`src/rtl/io_pkg.sv`:
```
// rtl/io_pkg.sv - shared constants and types for the memory-mapped I/O controller
//
// Purpose : register offsets inside the I/O window, full-word write mask,
//           and the switch debounce FSM state encoding.
// Ports   : none (package).

package io_pkg;

  // Register offsets, taken from cpu_addr[3:2]
  localparam logic [1:0] OFF_SEG  = 2'd0;
  localparam logic [1:0] OFF_SW   = 2'd1;
  localparam logic [1:0] OFF_CYC  = 2'd2;
  localparam logic [1:0] OFF_RSVD = 2'd3;

  // Only full-word stores reach the I/O registers
  localparam logic [3:0] WFLAG_FULL = 4'hF;

  typedef enum logic {
    IDLE     = 1'b0,
    SETTLING = 1'b1
  } deb_state_e;

endpackage

```
`src/rtl/sw_debounce.sv`:
```
// rtl/sw_debounce.sv - two-flop synchronizer plus settle-time debounce for switches
//
// Purpose : brings the raw asynchronous switch vector into the clk_in domain
//           and only commits a new value once it has been steady for
//           DEB_CYCLES consecutive cycles.
// Ports   :
//   clk_in    in   1     system clock
//   reset     in   1     synchronous active-high reset
//   sw        in   SW_W  raw asynchronous switches
//   sw_stable out  SW_W  committed (debounced) switch value

module sw_debounce
  import io_pkg::*;
#(
  parameter int unsigned SW_W       = 16,
  parameter int unsigned DEB_CYCLES = 1000000
) (
  input  logic            clk_in,
  input  logic            reset,
  input  logic [SW_W-1:0] sw,
  output logic [SW_W-1:0] sw_stable
);

  // Counter only needs to reach DEB_CYCLES-1
  localparam int unsigned CNT_W = (DEB_CYCLES > 2) ? $clog2(DEB_CYCLES) : 1;
  localparam logic [CNT_W-1:0] CNT_LAST = CNT_W'(DEB_CYCLES - 1);

  logic [SW_W-1:0]  sw_s1_q;
  logic [SW_W-1:0]  sw_s2_q;
  logic [SW_W-1:0]  cand_q,   cand_d;
  logic [SW_W-1:0]  stable_q, stable_d;
  logic [CNT_W-1:0] cnt_q,    cnt_d;
  deb_state_e       state_q,  state_d;

  always_ff @(posedge clk_in) begin
    if (reset) begin
      sw_s1_q  <= '0;
      sw_s2_q  <= '0;
      cand_q   <= '0;
      stable_q <= '0;
      cnt_q    <= '0;
      state_q  <= IDLE;
    end else begin
      sw_s1_q  <= sw;
      sw_s2_q  <= sw_s1_q;
      cand_q   <= cand_d;
      stable_q <= stable_d;
      cnt_q    <= cnt_d;
      state_q  <= state_d;
    end
  end

  always_comb begin
    cand_d   = cand_q;
    stable_d = stable_q;
    cnt_d    = cnt_q;
    state_d  = state_q;
    case (state_q)
      IDLE: begin
        if (sw_s2_q != stable_q) begin
          cand_d  = sw_s2_q;
          cnt_d   = '0;
          state_d = SETTLING;
        end
      end
      SETTLING: begin
        if (sw_s2_q != cand_q) begin
          // Input moved again: restart the settle window on the new value
          cand_d = sw_s2_q;
          cnt_d  = '0;
        end else if (cnt_q == CNT_LAST) begin
          stable_d = cand_q;
          state_d  = IDLE;
        end else begin
          cnt_d = cnt_q + 1'b1;
        end
      end
      default: state_d = IDLE;
    endcase
  end

  assign sw_stable = stable_q;

endmodule

```
`src/rtl/io_ctrl.sv`:
```
// rtl/io_ctrl.sv - memory-mapped I/O controller between CPU data port and dmem
//
// Purpose : decodes CPU data accesses; addresses with addr[31:16]==IO_BASE_HI
//           hit local registers (SEG, SW, CYC), everything else passes to
//           dmem. Read data is returned combinationally in the same cycle.
// Ports   :
//   clk_in    in   1     system clock
//   reset     in   1     synchronous active-high reset
//   cpu_addr  in   32    CPU data address
//   cpu_wdata in   32    CPU store data
//   cpu_w     in   1     CPU store strobe
//   cpu_r     in   1     CPU load strobe
//   cpu_wflag in   4     byte-lane write mask
//   cpu_rdata out  32    load data to CPU
//   dm_w      out  1     store strobe to dmem (suppressed on I/O hits)
//   dm_r      out  1     load strobe to dmem (suppressed on I/O hits)
//   dm_rdata  in   32    dmem read data
//   sw        in   SW_W  raw asynchronous switches
//   seg_data  out  32    value for the seg7x16 scanner
//   sw_stable out  SW_W  debounced switch value

module io_ctrl
  import io_pkg::*;
#(
  parameter logic [15:0] IO_BASE_HI = 16'h1002,
  parameter int unsigned DEB_CYCLES = 1000000,
  parameter int unsigned SW_W       = 16
) (
  input  logic            clk_in,
  input  logic            reset,
  input  logic [31:0]     cpu_addr,
  input  logic [31:0]     cpu_wdata,
  input  logic            cpu_w,
  input  logic            cpu_r,
  input  logic [3:0]      cpu_wflag,
  output logic [31:0]     cpu_rdata,
  output logic            dm_w,
  output logic            dm_r,
  input  logic [31:0]     dm_rdata,
  input  logic [SW_W-1:0] sw,
  output logic [31:0]     seg_data,
  output logic [SW_W-1:0] sw_stable
);

  logic        io_hit;
  logic [1:0]  reg_off;
  logic        io_wr;
  logic [31:0] seg_q, seg_d;
  logic [31:0] cyc_q, cyc_d;
  logic [31:0] io_rdata;
  logic        unused_addr_bits;

  // Window aliases every 16 bytes: only addr[3:2] selects a register
  assign io_hit  = (cpu_addr[31:16] == IO_BASE_HI);
  assign reg_off = cpu_addr[3:2];
  assign unused_addr_bits = ^{cpu_addr[15:4], cpu_addr[1:0]};

  // Partial-lane stores into the window are dropped entirely
  assign io_wr = cpu_w & io_hit & (cpu_wflag == WFLAG_FULL);

  assign dm_w = cpu_w & ~io_hit;
  assign dm_r = cpu_r & ~io_hit;

  sw_debounce #(
    .SW_W      (SW_W),
    .DEB_CYCLES(DEB_CYCLES)
  ) u_sw_debounce (
    .clk_in   (clk_in),
    .reset    (reset),
    .sw       (sw),
    .sw_stable(sw_stable)
  );

  always_ff @(posedge clk_in) begin
    if (reset) begin
      seg_q <= '0;
      cyc_q <= '0;
    end else begin
      seg_q <= seg_d;
      cyc_q <= cyc_d;
    end
  end

  always_comb begin
    seg_d = seg_q;
    cyc_d = cyc_q + 32'd1;
    if (io_wr) begin
      case (reg_off)
        OFF_SEG: seg_d = cpu_wdata;
        OFF_CYC: cyc_d = '0;  // clear wins over the increment
        default: ;
      endcase
    end
  end

  // Read mux uses pre-edge register contents; cpu_r is not needed to select
  always_comb begin
    io_rdata = '0;
    case (reg_off)
      OFF_SEG:  io_rdata = seg_q;
      OFF_SW:   io_rdata = 32'(sw_stable);
      OFF_CYC:  io_rdata = cyc_q;
      OFF_RSVD: io_rdata = '0;
      default:  io_rdata = '0;
    endcase
  end

  assign cpu_rdata = io_hit ? io_rdata : dm_rdata;
  assign seg_data  = seg_q;

endmodule

```
`config.mk`:
```
export PLATFORM = sky130hd
export DESIGN_NAME = io_ctrl
export DESIGN_NICKNAME = d
export VERILOG_FILES = /design/src/rtl/io_pkg.sv /design/src/rtl/sw_debounce.sv /design/src/rtl/io_ctrl.sv
export SDC_FILE = /design/constraint.sdc
export NUM_CORES = 1
export LEC_CHECK = 0
export BUFFER_PORTS_ARGS = -buffer_cell sky130_fd_sc_hd__buf_4
export CAP_MARGIN = 20
export CORE_UTILIZATION = 49
export CTS_BUF_LIST = sky130_fd_sc_hd__clkbuf_4
export DETAILED_ROUTE_END_ITERATION = 12
export PLACE_DENSITY = 0.78
export SLEW_MARGIN = 20
export SYNTH_ARGS = -nofsm -noshare
export SYNTH_HDL_FRONTEND = slang
export SYNTH_HIERARCHICAL = 1
export SYNTH_SLANG_ARGS = --single-unit
export TNS_END_PERCENT = 1
```
`constraint.sdc`:
```
create_clock -name clk_in -period 2.2 [get_ports clk_in]
set_input_delay 0.22 -clock clk_in [delete_from_list [all_inputs] [get_ports clk_in]]
set_output_delay 0.22 -clock clk_in [all_outputs]
set_load 0.02 [all_outputs]
```
==> results.tsv, run 1 <==
stage	metric	value	unit
worst_setup_path	cp_data_arrival_time	2680	ps
synthesis	synth-seq-cells	149	
power	switching_share	0.282	
worst_setup_path	worst_path_largest_cell_delay	410	ps
place	port_buffers	187	
place	placed_cells	1203	
power	p_switching	1.41	mW
worst_setup_path	path_cells	xor2_1 > nor4_2 > nand4_2 > buf_4 > or3_1 > or3_1 > o21ai_0	
synthesis	synth_mux_area_frac	0.135	
route	vias_per_cell	5.71	
power	combPwrFrac	0.130	
floorplan	floorplan.initialDensity	0.508	
worst_hold_path	hold_class	primary input to flop	
synthesis	synthAdderAreaFrac	0.00335	
clocking	clk_pin_slew_worst_paths	140	ps
power	seq_power_share	0.555	
floorplan	die_y	125	µm
synthesis	netlist-cell-type-count	51	
route	drt_wl_total	21900	µm
timing	post-route-period-util	0.997	
place	place_ws	63.8	ps
worst_setup_path	crit_fanout	7	
route	drtIter0Drc	731	
grt	grt_pass1_wl	35400	µm
worst_setup_path	cp-start-kind	flop	
timing	period_minus_slack	2190	ps
flow_run	maxCapViolCount	0	
timing	final.setup.tns	0	ps
route	firstDrtPassIters	10	
timing	finalSetupViolCount	0	
power	leakagePower	4.06	nW
clocking	cts_tree	built	
grt	overflow	0	
outcome	status	complete, but fails checks	
timing	slew_violations	0	
clocking	clockBufferDepth	2	
layout	drive_above_1_share	0.283	
outcome	violations	DRC	
floorplan	ios	202	
timing	hold_viol_final	0	
timing	rsz0062_at_grt	true	
synthesis	synth-seq-area-share	0.399	
worst_setup_path	worst-r2r-cell-count	7	
route	ant_nets	0	
floorplan	chipWidth	125	µm
synthesis	yosys.area_share.simple	0.257	
worst_setup_path	required	2690	ps
grt	grt_max_degree	66	
grt	antenna_found_initial	1	
grt	grt_pass1_vias	7056	
floorplan	row_count	44	
worst_setup_path	crit_type	flop to flop	
power	p_per_area	502	nW/µm²
synthesis	synth_compound_gate_area_share	0.117	
route	wl_per_cell	17.0	µm
worst_setup_path	endpoint_kind	flop	
power	vdd.ir_drop.worst	0.000511	V
synthesis	synth_top_family_by_area	simple AND/OR/NAND/NOR gates	
route	route.vias.total	7331	
clocking	cts.sinks	149	
timing	skew	27.0	ps
synthesis	synth_cells	854	
synthesis	synth.avg_cell_area	8.75	µm²
place	dp_hpwl	15100	µm
timing	slew_headroom	0.461	
power	intPower	3.59	mW
route	drcViolationCount	5	
layout	final_cell_mix	buf_4 (219), dfxtp_1 (146), mux2i_1 (65), a21oi_1 (62), o21ai_0 (61)	
synthesis	syn-num-nets	976	
synthesis	synthXorXnorAreaFrac	0.0492	
clocking	clk_latency	570	ps
clocking	postCtsSetupRepairBufs	0	
power	p_clk_frac	0.314	
synthesis	synth_area	7470	µm²
clocking	cts_root_buffer	clkbuf_4	
synthesis	ys_warn_count	6	
timing	worst_slack	5.88	ps
floorplan	die_area	15700	µm²
worst_setup_path	r2r_start	u_sw_debounce/cand_q[11]	
grt	grt_usage	0.282	
layout	area_delta_synth_final	33.4	%
timing	tightest_slew	805	ps
worst_hold_path	holdPathStages	5	
layout	layout_commonest_cell	buf_4	
place	gp_congestion	0.881	
worst_setup_path	cp_common_cell	or3_1	
worst_setup_path	cp_slowest_cell	or3_1	
timing	clock.fmax	456	MHz
worst_setup_path	cp-startpoint	u_sw_debounce/cand_q[11]	
floorplan	core-area	14700	µm²
clocking	cts_buffers	17	
worst_hold_path	hp-start	cpu_addr[31]	
layout	fin_cells	1285	
layout	nets	1209	
clocking	htree_levels	4	
## cells by family after synthesis
family,after synthesis
flip-flops,149
AND/OR/NAND/NOR,334
buffers and inverters,72
multiplexers,97
adder cells (fa/ha/maj),2
AO/OA/AOI/OAI,158
XOR/XNOR,42
## registers in the layout (all words and copies together), names as in the netlist
register / count
u_sw_debounce/sw_s1_q: 16
cyc_q: 32
u_sw_debounce/sw_s2_q: 16
seg_data: 32
u_sw_debounce/sw_stable: 16
u_sw_debounce/state_q: 1
u_sw_debounce/cand_q: 16
u_sw_debounce/cnt_q: 20
## final timing paths
kind	endpoint	slack, ps
worst max-delay path	u_sw_debounce/cnt_q[3]	6
worst min-delay path	cyc_q[31]	240
worst max register to register	u_sw_debounce/cnt_q[3]	6
worst min register to register	u_sw_debounce/sw_s2_q[12]	440
## metrics by stage
step	cell area (µm²)	hold WS, ps	total power, mW	utilization
after floorplan	7470	348	3.13	-
after detailed placement	9220	422	3.41	0.627
final	9970	238	5.00	0.678
after global placement	9210	421	3.40	0.627
after global routing	9970	204	5.21	0.678
after CTS	9950	17.2	5.02	0.677
## power by group through the flow
stage | combinational, mW | sequential, mW | clock (mW)
final | 0.652 | 2.78 | 1.57
after global routing | 0.695 | 2.79 | 1.73
after CTS | 0.639 | 2.78 | 1.61
after detailed placement | 0.569 | 2.84 | 0
after global placement | 0.560 | 2.84 | 0
after floorplan | 0.302 | 2.83 | 0
## critical path: cells and delay by family, from the launching register on
kind | cells | cell delay, ps
AND/OR/NAND/NOR | 4 | 1330
flip-flops | 1 | 360
buffers and inverters | 1 | 200
XOR/XNOR | 1 | 160
AO/OA/AOI/OAI | 1 | 70
## synth_stat cells (all sizes together)
cell | count | area, µm²
a21o | 6 | 45.0
a21oi | 62 | 310
a22o | 1 | 8.76
a31oi | 2 | 12.5
and2 | 5 | 31.3
and3 | 8 | 50.1
and4 | 9 | 78.8
buf | 14 | 76.3
clkbuf | 45 | 169
dfxtp | 149 | 2980
ha | 2 | 25.0
inv | 13 | 48.8
mux2 | 32 | 360
mux2i | 65 | 651
nand2 | 42 | 158
nand2b | 36 | 225
nand3 | 29 | 145
nand3b | 1 | 7.51
nand4 | 49 | 313
nand4b | 1 | 15.0
nor2 | 57 | 214
nor2b | 36 | 225
nor3 | 10 | 55.1
nor3b | 1 | 7.51
nor4 | 15 | 113
nor4b | 3 | 32.5
o211ai | 1 | 7.51
o21ai | 67 | 335
o21ba | 2 | 20.0
o21bai | 3 | 26.3
o31a | 2 | 17.5
o31ai | 11 | 82.6
o41ai | 1 | 8.76
or2 | 1 | 6.26
or3 | 14 | 92.6
or4 | 15 | 124
or4b | 2 | 23.8
xnor2 | 17 | 149
xor2 | 25 | 219
## layout make-up
type,count,area (µm²)
fillers,1183,4730
multi-input cells,633,4220
flip-flops and latches,149,2990
repair buffers,273,2230
well taps,184,230
clock buffers,18,135
clock inverters,14,116
inverters,13,48.8
diodes,1,2.50
## routing by layer
layer / wire (µm) / GRT usage
met2: 10500 / 0.467
met4: 627 / 0.106
met5: 0 / 0
met3: 1430 / 0.0668
met1: 9360 / 0.356
## what timing repair did
| item | in CTS | in global routing |
|---|---|---|
| resized for setup | 0 | 4 |
| setup endpoints to repair | 0 | 36 |
| hold endpoints to repair | 48 | 1 |
| hold buffers | 48 | 1 |
Power figures use the tool's default switching activity.
==> inputs of run 2 (changes only) <==
Settings changed: CORE_UTILIZATION 49 to 54, PLACE_DENSITY 0.78 to 0.95, SYNTH_HIERARCHICAL 1 to not set.
Clock period 2.2 ns to 2.07 ns, I/O delays scaled along.
==> results.tsv, run 2 <==
stage	metric	value	unit	change
timing	rsz0062_at_grt	true		unchanged
layout	nets	1157		was 1209
timing	slew_violations	0		unchanged
timing	tightest_slew	649	ps	was 805 ps
synthesis	syn-num-nets	891		was 976
place	port_buffers	187		unchanged
synthesis	synth_cells	769		was 854
clocking	clk_pin_slew_worst_paths	130	ps	was 140 ps
synthesis	synth-seq-cells	149		unchanged
route	drt_wl_total	22800	µm	was 21900 µm
timing	hold_viol_final	0		unchanged
floorplan	die_y	115	µm	was 125 µm
synthesis	synthArstFlopShare	0		unchanged
floorplan	die_area	13100	µm²	was 15700 µm²
synthesis	yosys.area.top_type	dfxtp_1		unchanged
synthesis	yosys-top-cells-area	dfxtp_1 (44%), mux2i_1 (14%), nor2_1 (6.5%)		was dfxtp_1 (40%), mux2i_1 (8.7%), mux2_2 (4.8%)
route	vias_per_cell	5.80		was 5.71
outcome	violations	setup timing		was DRC
worst_setup_path	endpoint_kind	flop		unchanged
clocking	cts_buffers	17		unchanged
power	p_per_area	560	nW/µm²	was 502 nW/µm²
clocking	clockBufferDepth	2		unchanged
synthesis	netlist-cell-type-count	41		was 51
worst_hold_path	hold_class	primary input to flop		unchanged
floorplan	ios	202		unchanged
timing	period_minus_slack	2240	ps	was 2190 ps
place	dp_hpwl	14000	µm	was 15100 µm
synthesis	synth.most_common_cell	dfxtp_1		unchanged
grt	overflow	0		unchanged
power	finalPower	5.35	mW	was 5.00 mW
worst_setup_path	crit_fanout	4		was 7
synthesis	synth.avg_cell_area	8.91	µm²	was 8.75 µm²
timing	clock.fmax	446	MHz	was 456 MHz
synthesis	synth.top_cell.area_share	0.435		was 0.399
layout	layout_commonest_cell	buf_4		unchanged
synthesis	ys.flop_type	dfxtp_1		unchanged
outcome	status	complete, but fails checks		unchanged
floorplan	core-area	12200	µm²	was 14700 µm²
floorplan	floorplan.initialDensity	0.561		was 0.508
timing	slew_headroom	0.567		was 0.461
timing	post-route-period-util	1.08		was 0.997
floorplan	chipWidth	115	µm	was 125 µm
layout	final_cell_mix	buf_4 (236), dfxtp_1 (137), nor2_1 (119), mux2i_1 (97), nand2_1 (61)		was buf_4 (219), dfxtp_1 (146), mux2i_1 (65), a21oi_1 (62), o21ai_0 (61)
layout	drive_above_1_share	0.287		was 0.283
synthesis	synth-seq-area-share	0.435		was 0.399
place	placed_area	8710	µm²	was 9220 µm²
worst_setup_path	cp_data_arrival_time	2680	ps	about the same
grt	antenna_found_initial	0		was 1
timing	skew	16.5	ps	was 27.0 ps
route	drcViolationCount	0		was 5
worst_setup_path	rrSetupSlack	-170	ps	was 6 ps
power	leakagePower	4.21	nW	was 4.06 nW
power	vdd.ir_drop.worst	0.000421	V	was 0.000511 V
worst_setup_path	crit_type	flop to flop		unchanged
grt	grt_max_degree	67		was 66
timing	worst_slack	-173	ps	was 5.88 ps
route	route.vias.total	7056		was 7331
clocking	cts_root_buffer	clkbuf_4		unchanged
route	drtIter0Drc	600		was 731
clocking	cts.sinks	149		unchanged
synthesis	synth.top_cells.by_count	dfxtp_1 (149), nor2_1 (119), mux2i_1 (97)		was dfxtp_1 (149), mux2i_1 (65), a21oi_1 (62)
clocking	clk_latency	570	ps	about the same
flow_run	maxCapViolCount	0		unchanged
route	ant_nets	0		unchanged
worst_setup_path	required	2500	ps	was 2690 ps
worst_setup_path	cp-start-kind	flop		unchanged
route	firstDrtPassIters	8		was 10
route	wl_per_cell	18.7	µm	was 17.0 µm
grt	grt_usage	0.339		was 0.282
clocking	htree_levels	4		unchanged
layout	area_delta_synth_final	39.6	%	was 33.4%
synthesis	synth_area	6850	µm²	was 7470 µm²
grt	grt_pass1_vias	6988		was 7056
synthesis	ys_warn_count	0		was 6
synthesis	synth_edf_count	0		unchanged
layout	final_area	9570	µm²	was 9970 µm²
floorplan	row_count	40		was 44
grt	grt_pass1_wl	34000	µm	was 35400 µm
timing	finalSetupViolCount	32		was 0
clocking	cts_tree	built		unchanged
place	gp_congestion	0.894		was 0.881
-- run 2: timing repair --
| action | CTS | global route |
|---|---|---|
| setup endpoints to repair | 24 | 50 |
| resized for setup | 12 | 18 |
| endpoints found under the hold margin | 48 | 0 |
| hold buffers | 48 | 0 |
| buffers inserted | 3 | 0 |
| pin swaps | 4 | 5 |
| cloned | 0 | 0 |
-- run 2: per-layer routing --
layer | part of all wire | vias up | global-route usage | wire length (µm)
met5 | 0 | - | 0 | 0
li1 | - | 3186 | - | -
met3 | 0.088 | 103 | 0.0725 | 2000
met1 | 0.37 | 3288 | 0.370 | 8410
met4 | 0.042 | 0 | 0.160 | 964
met2 | 0.50 | 479 | 0.625 | 11400
-- run 2: kinds of logic after synthesis --
| family | share of synthesized area |
|---|---|
| buffers and inverters | 0.0323 |
| xor gates and xnor gates | 0.0779 |
| adders and majority gates | 0.00365 |
| AOI/OAI and AO/OA | 0.0710 |
| and+or+nand+nor | 0.237 |
| muxes | 0.143 |
| DFF | 0.435 |
-- run 2: critical path: stages (launching register included) --
cell	delay, ps
dfxtp_2	360
xor2_1	180
nor4_2	370
nand4_2	180
buf_6	180
nor3_4	330
buf_6	180
mux2i_1	240
nor2_1	100
-- run 2: stage by stage --
stage,setup TNS [ps],utilization,hold slack [ps],worst slack [ps],std cells
floorplan,0,-,335,32.4,769
global placement,-148,0.714,417,-15.1,1133
detailed placement,-2730,0.714,422,-111,1133
CTS,-47.9,0.780,92.5,-21.2,1216
global route,-2490,0.783,105,-144,1216
finish,-2410,0.783,109,-173,1217
-- run 2: power by group --
group	internal [mW]	total (mW)	switching [mW]
combinational	0.369	0.697	0.328
clock	0.594	1.70	1.10
sequential	2.91	2.96	0.0441
total	3.88	5.35	1.48
-- run 2: path summary, 6_finish.rpt --
check | depth (start not counted) | to | start
min reg2reg | 1 | u_sw_debounce.sw_s2_q[1] | u_sw_debounce.sw_s1_q[1]
min | 4 | u_sw_debounce.cnt_q[4] | reset
max reg2reg | 8 | u_sw_debounce.sw_stable[14] | u_sw_debounce.cand_q[14]
max | 8 | u_sw_debounce.sw_stable[14] | u_sw_debounce.cand_q[14]
-- run 2: area by class of cell --
| cell class | instances | area [µm²] |
|---|---|---|
| clock inverters | 15 | 128 |
| well taps | 168 | 210 |
| flip-flops and latches | 149 | 3000 |
| clock buffers | 17 | 128 |
| diodes | 1 | 2.50 |
| inverters | 5 | 18.8 |
| multi-input cells | 571 | 3720 |
| fillers | 741 | 2650 |
| repair buffers | 291 | 2360 |
==> inputs of run 3 (changes only) <==
Settings changed: CORE_UTILIZATION 54 to 55, SYNTH_HIERARCHICAL set to 1.
==> results.tsv, run 3 (synthesis results as in run 1) <==
stage	metric	value	unit	change
outcome	status	complete, but fails checks		unchanged
outcome	violations	setup timing		unchanged
power	finalPower	5.62	mW	was 5.35 mW
route	vias_per_cell	6.27		was 5.80
grt	grt_pass1_wl	37700	µm	was 34000 µm
clocking	clockBufferDepth	2		unchanged
route	drtIter0Drc	976		was 600
worst_setup_path	crit_fanout	10		was 4
worst_setup_path	worst-path-buf-inv	2		unchanged
grt	grt_max_degree	75		was 67
power	switching_share	0.290		was 0.276
place	dp_hpwl	15800	µm	was 14000 µm
timing	whs	216	ps	was 109 ps
place	gp_congestion	0.883		was 0.894
worst_setup_path	crit_type	flop to flop		unchanged
worst_setup_path	cp_slowest_cell	or4b_4		was nor4_2
layout	diodes	0		was 1
place	port_buffers	187		unchanged
place	placed_cells	1217		was 1133
floorplan	row_count	42		was 40
grt	grt_usage	0.338		was 0.339
worst_setup_path	cp-start-kind	flop		unchanged
floorplan	die_y	119	µm	was 115 µm
power	seq_power_share	0.526		was 0.553
timing	slew_headroom	0.447		was 0.567
power	intPower	3.99	mW	was 3.88 mW
worst_hold_path	hold_class	primary input to flop		unchanged
timing	hold_viol_final	0		unchanged
power	combPwrFrac	0.142		was 0.130
worst_setup_path	cp-startpoint	u_sw_debounce/cnt_q[11]		was u_sw_debounce.cand_q[14]
route	ant_nets	0		unchanged
worst_setup_path	required	2540	ps	was 2500 ps
clocking	cts_tree	built		unchanged
worst_setup_path	critPathTopFamily	simple AND/OR/NAND/NOR gates		unchanged
power	p_per_area	540	nW/µm²	was 560 nW/µm²
timing	tightest_slew	826	ps	was 649 ps
clocking	htree_levels	4		unchanged
layout	nets	1242		was 1157
timing	worst_slack	-212	ps	was -173 ps
clocking	cts_root_buffer	clkbuf_4		unchanged
route	firstDrtPassIters	5		was 8
clocking	cts.sinks	149		unchanged
floorplan	ios	202		unchanged
timing	post-route-period-util	1.10		was 1.08
timing	skew	27.1	ps	was 16.5 ps
flow_run	maxCapViolCount	0		unchanged
layout	fin_cells	1309		was 1217
grt	overflow	0		unchanged
grt	grt_pass1_vias	7822		was 6988
layout	final_area	10400	µm²	was 9570 µm²
route	drt_wl_total	26600	µm	was 22800 µm
timing	finalSetupViolCount	48		was 32
clocking	cts_buffers	17		unchanged
worst_setup_path	worst_path_largest_cell_delay	550	ps	was 370 ps
worst_setup_path	cp_data_arrival_time	2750	ps	was 2680 ps
clocking	clk_latency	580	ps	was 570 ps
worst_setup_path	endpoint_kind	flop		unchanged
worst_setup_path	path_cells	or4b_4 > nor3b_2 > nand4_1 > nor3_4 > buf_6 > clkbuf_16 > mux2i_1 > nor2_1		was xor2_1 > nor4_2 > nand4_2 > buf_6 > nor3_4 > buf_6 > mux2i_1 > nor2_1
timing	period_minus_slack	2280	ps	was 2240 ps
floorplan	chipWidth	119	µm	was 115 µm
timing	slew_violations	0		unchanged
layout	final_cell_mix	buf_4 (245), dfxtp_1 (142), mux2i_1 (63), a21oi_1 (62), o21ai_0 (58)		was buf_4 (236), dfxtp_1 (137), nor2_1 (119), mux2i_1 (97), nand2_1 (61)
power	p_clk_frac	0.332		was 0.317
layout	area_delta_synth_final	39.3	%	was 39.6%
floorplan	core-area	13200	µm²	was 12200 µm²
grt	antenna_found_initial	1		was 0
layout	drive_above_1_share	0.320		was 0.287
power	leakagePower	4.32	nW	was 4.21 nW
power	vdd.ir_drop.worst	0.000437	V	was 0.000421 V
floorplan	floorplan.initialDensity	0.564		was 0.561
layout	layout_commonest_cell	buf_4		unchanged
timing	rsz0062_at_grt	true		unchanged
timing	clock.fmax	438	MHz	was 446 MHz
worst_setup_path	r2r_start	u_sw_debounce/cnt_q[11]		was u_sw_debounce.cand_q[14]
route	drcViolationCount	0		unchanged
clocking	clk_pin_slew_worst_paths	150	ps	was 130 ps
floorplan	die_area	14100	µm²	was 13100 µm²
power	p_switching	1.63	mW	was 1.48 mW
place	placed_area	9370	µm²	was 8710 µm²
route	wl_per_cell	20.3	µm	was 18.7 µm
place	place_ws	-71.9	ps	was -111 ps
route	route.vias.total	8212		was 7056
worst_hold_path	hp-start	cpu_addr[31]		was reset
==> run 3: changes by cell type in the layout (fill, tap and decap cells not counted), sizes merged, moves of 14 or more <==
cell / change
nand4: +34
nand2: -19
a21oi: +43
nand2b: +34
nor2: -62
or4: +14
xor2: -26
o21ai: +40
mux2i: -32
mux2: +31
==> run 3: final timing paths <==
path	slack, ps	depth (start not counted)	endpoint
worst max-delay path	-210	8	u_sw_debounce/sw_stable[8]
worst min-delay path	220	5	cyc_q[31]
worst max register to register	-210	8	u_sw_debounce/sw_stable[8]
worst min register to register	430	1	u_sw_debounce/sw_s2_q[14]
==> run 3: cell type report <==
class	count	area (µm²)
clock buffer	17	128
inverter	13	48.8
multi-input combinational	633	4330
tap	176	220
sequential	149	2990
clock inverter	15	163
timing repair buffer	306	2530
fill	799	2830
==> run 3: through the flow <==
step	util	setup TNS, ps
floorplan	-	0
CTS	0.767	-505
global placement	0.707	-158
finish	0.786	-3880
detailed placement	0.707	-962
global route	0.786	-9120
==> run 3: per-layer routing <==
metal  share of wire  GRT usage
met5         0.00060          0
met2            0.49      0.582
met3           0.091     0.0806
met1            0.36      0.378
met4           0.060      0.199
==> run 3: what timing repair did <==
| item | CTS | global route |
|---|---|---|
| pin swaps | 3 | 11 |
| gates resized for setup | 5 | 35 |
| cloned | 0 | 3 |
| setup buffers | 0 | 8 |
| endpoints found under the setup margin | 34 | 58 |
| hold endpoints to repair | 51 | 0 |
| hold buffers | 49 | 0 |
==> run 3: worst min-delay path: cells and delay by family <==
kind            cells  cell delay (ps)
simple gates        2              260
mux                 1              130
compound gates      1               80
buf+inv             1               80
==> run 3: power groups by stage <==
stage          combinational [mW]  clock, mW  sequential (mW)
6_report                    0.797       1.87             2.96
2_1_floorplan               0.325          0             3.01
5_1_grt                     0.833       2.01             2.96
3_5_place_dp                0.636          0             3.01
3_3_place_gp                0.618          0             3.01
4_1_cts                     0.718       1.86             2.95
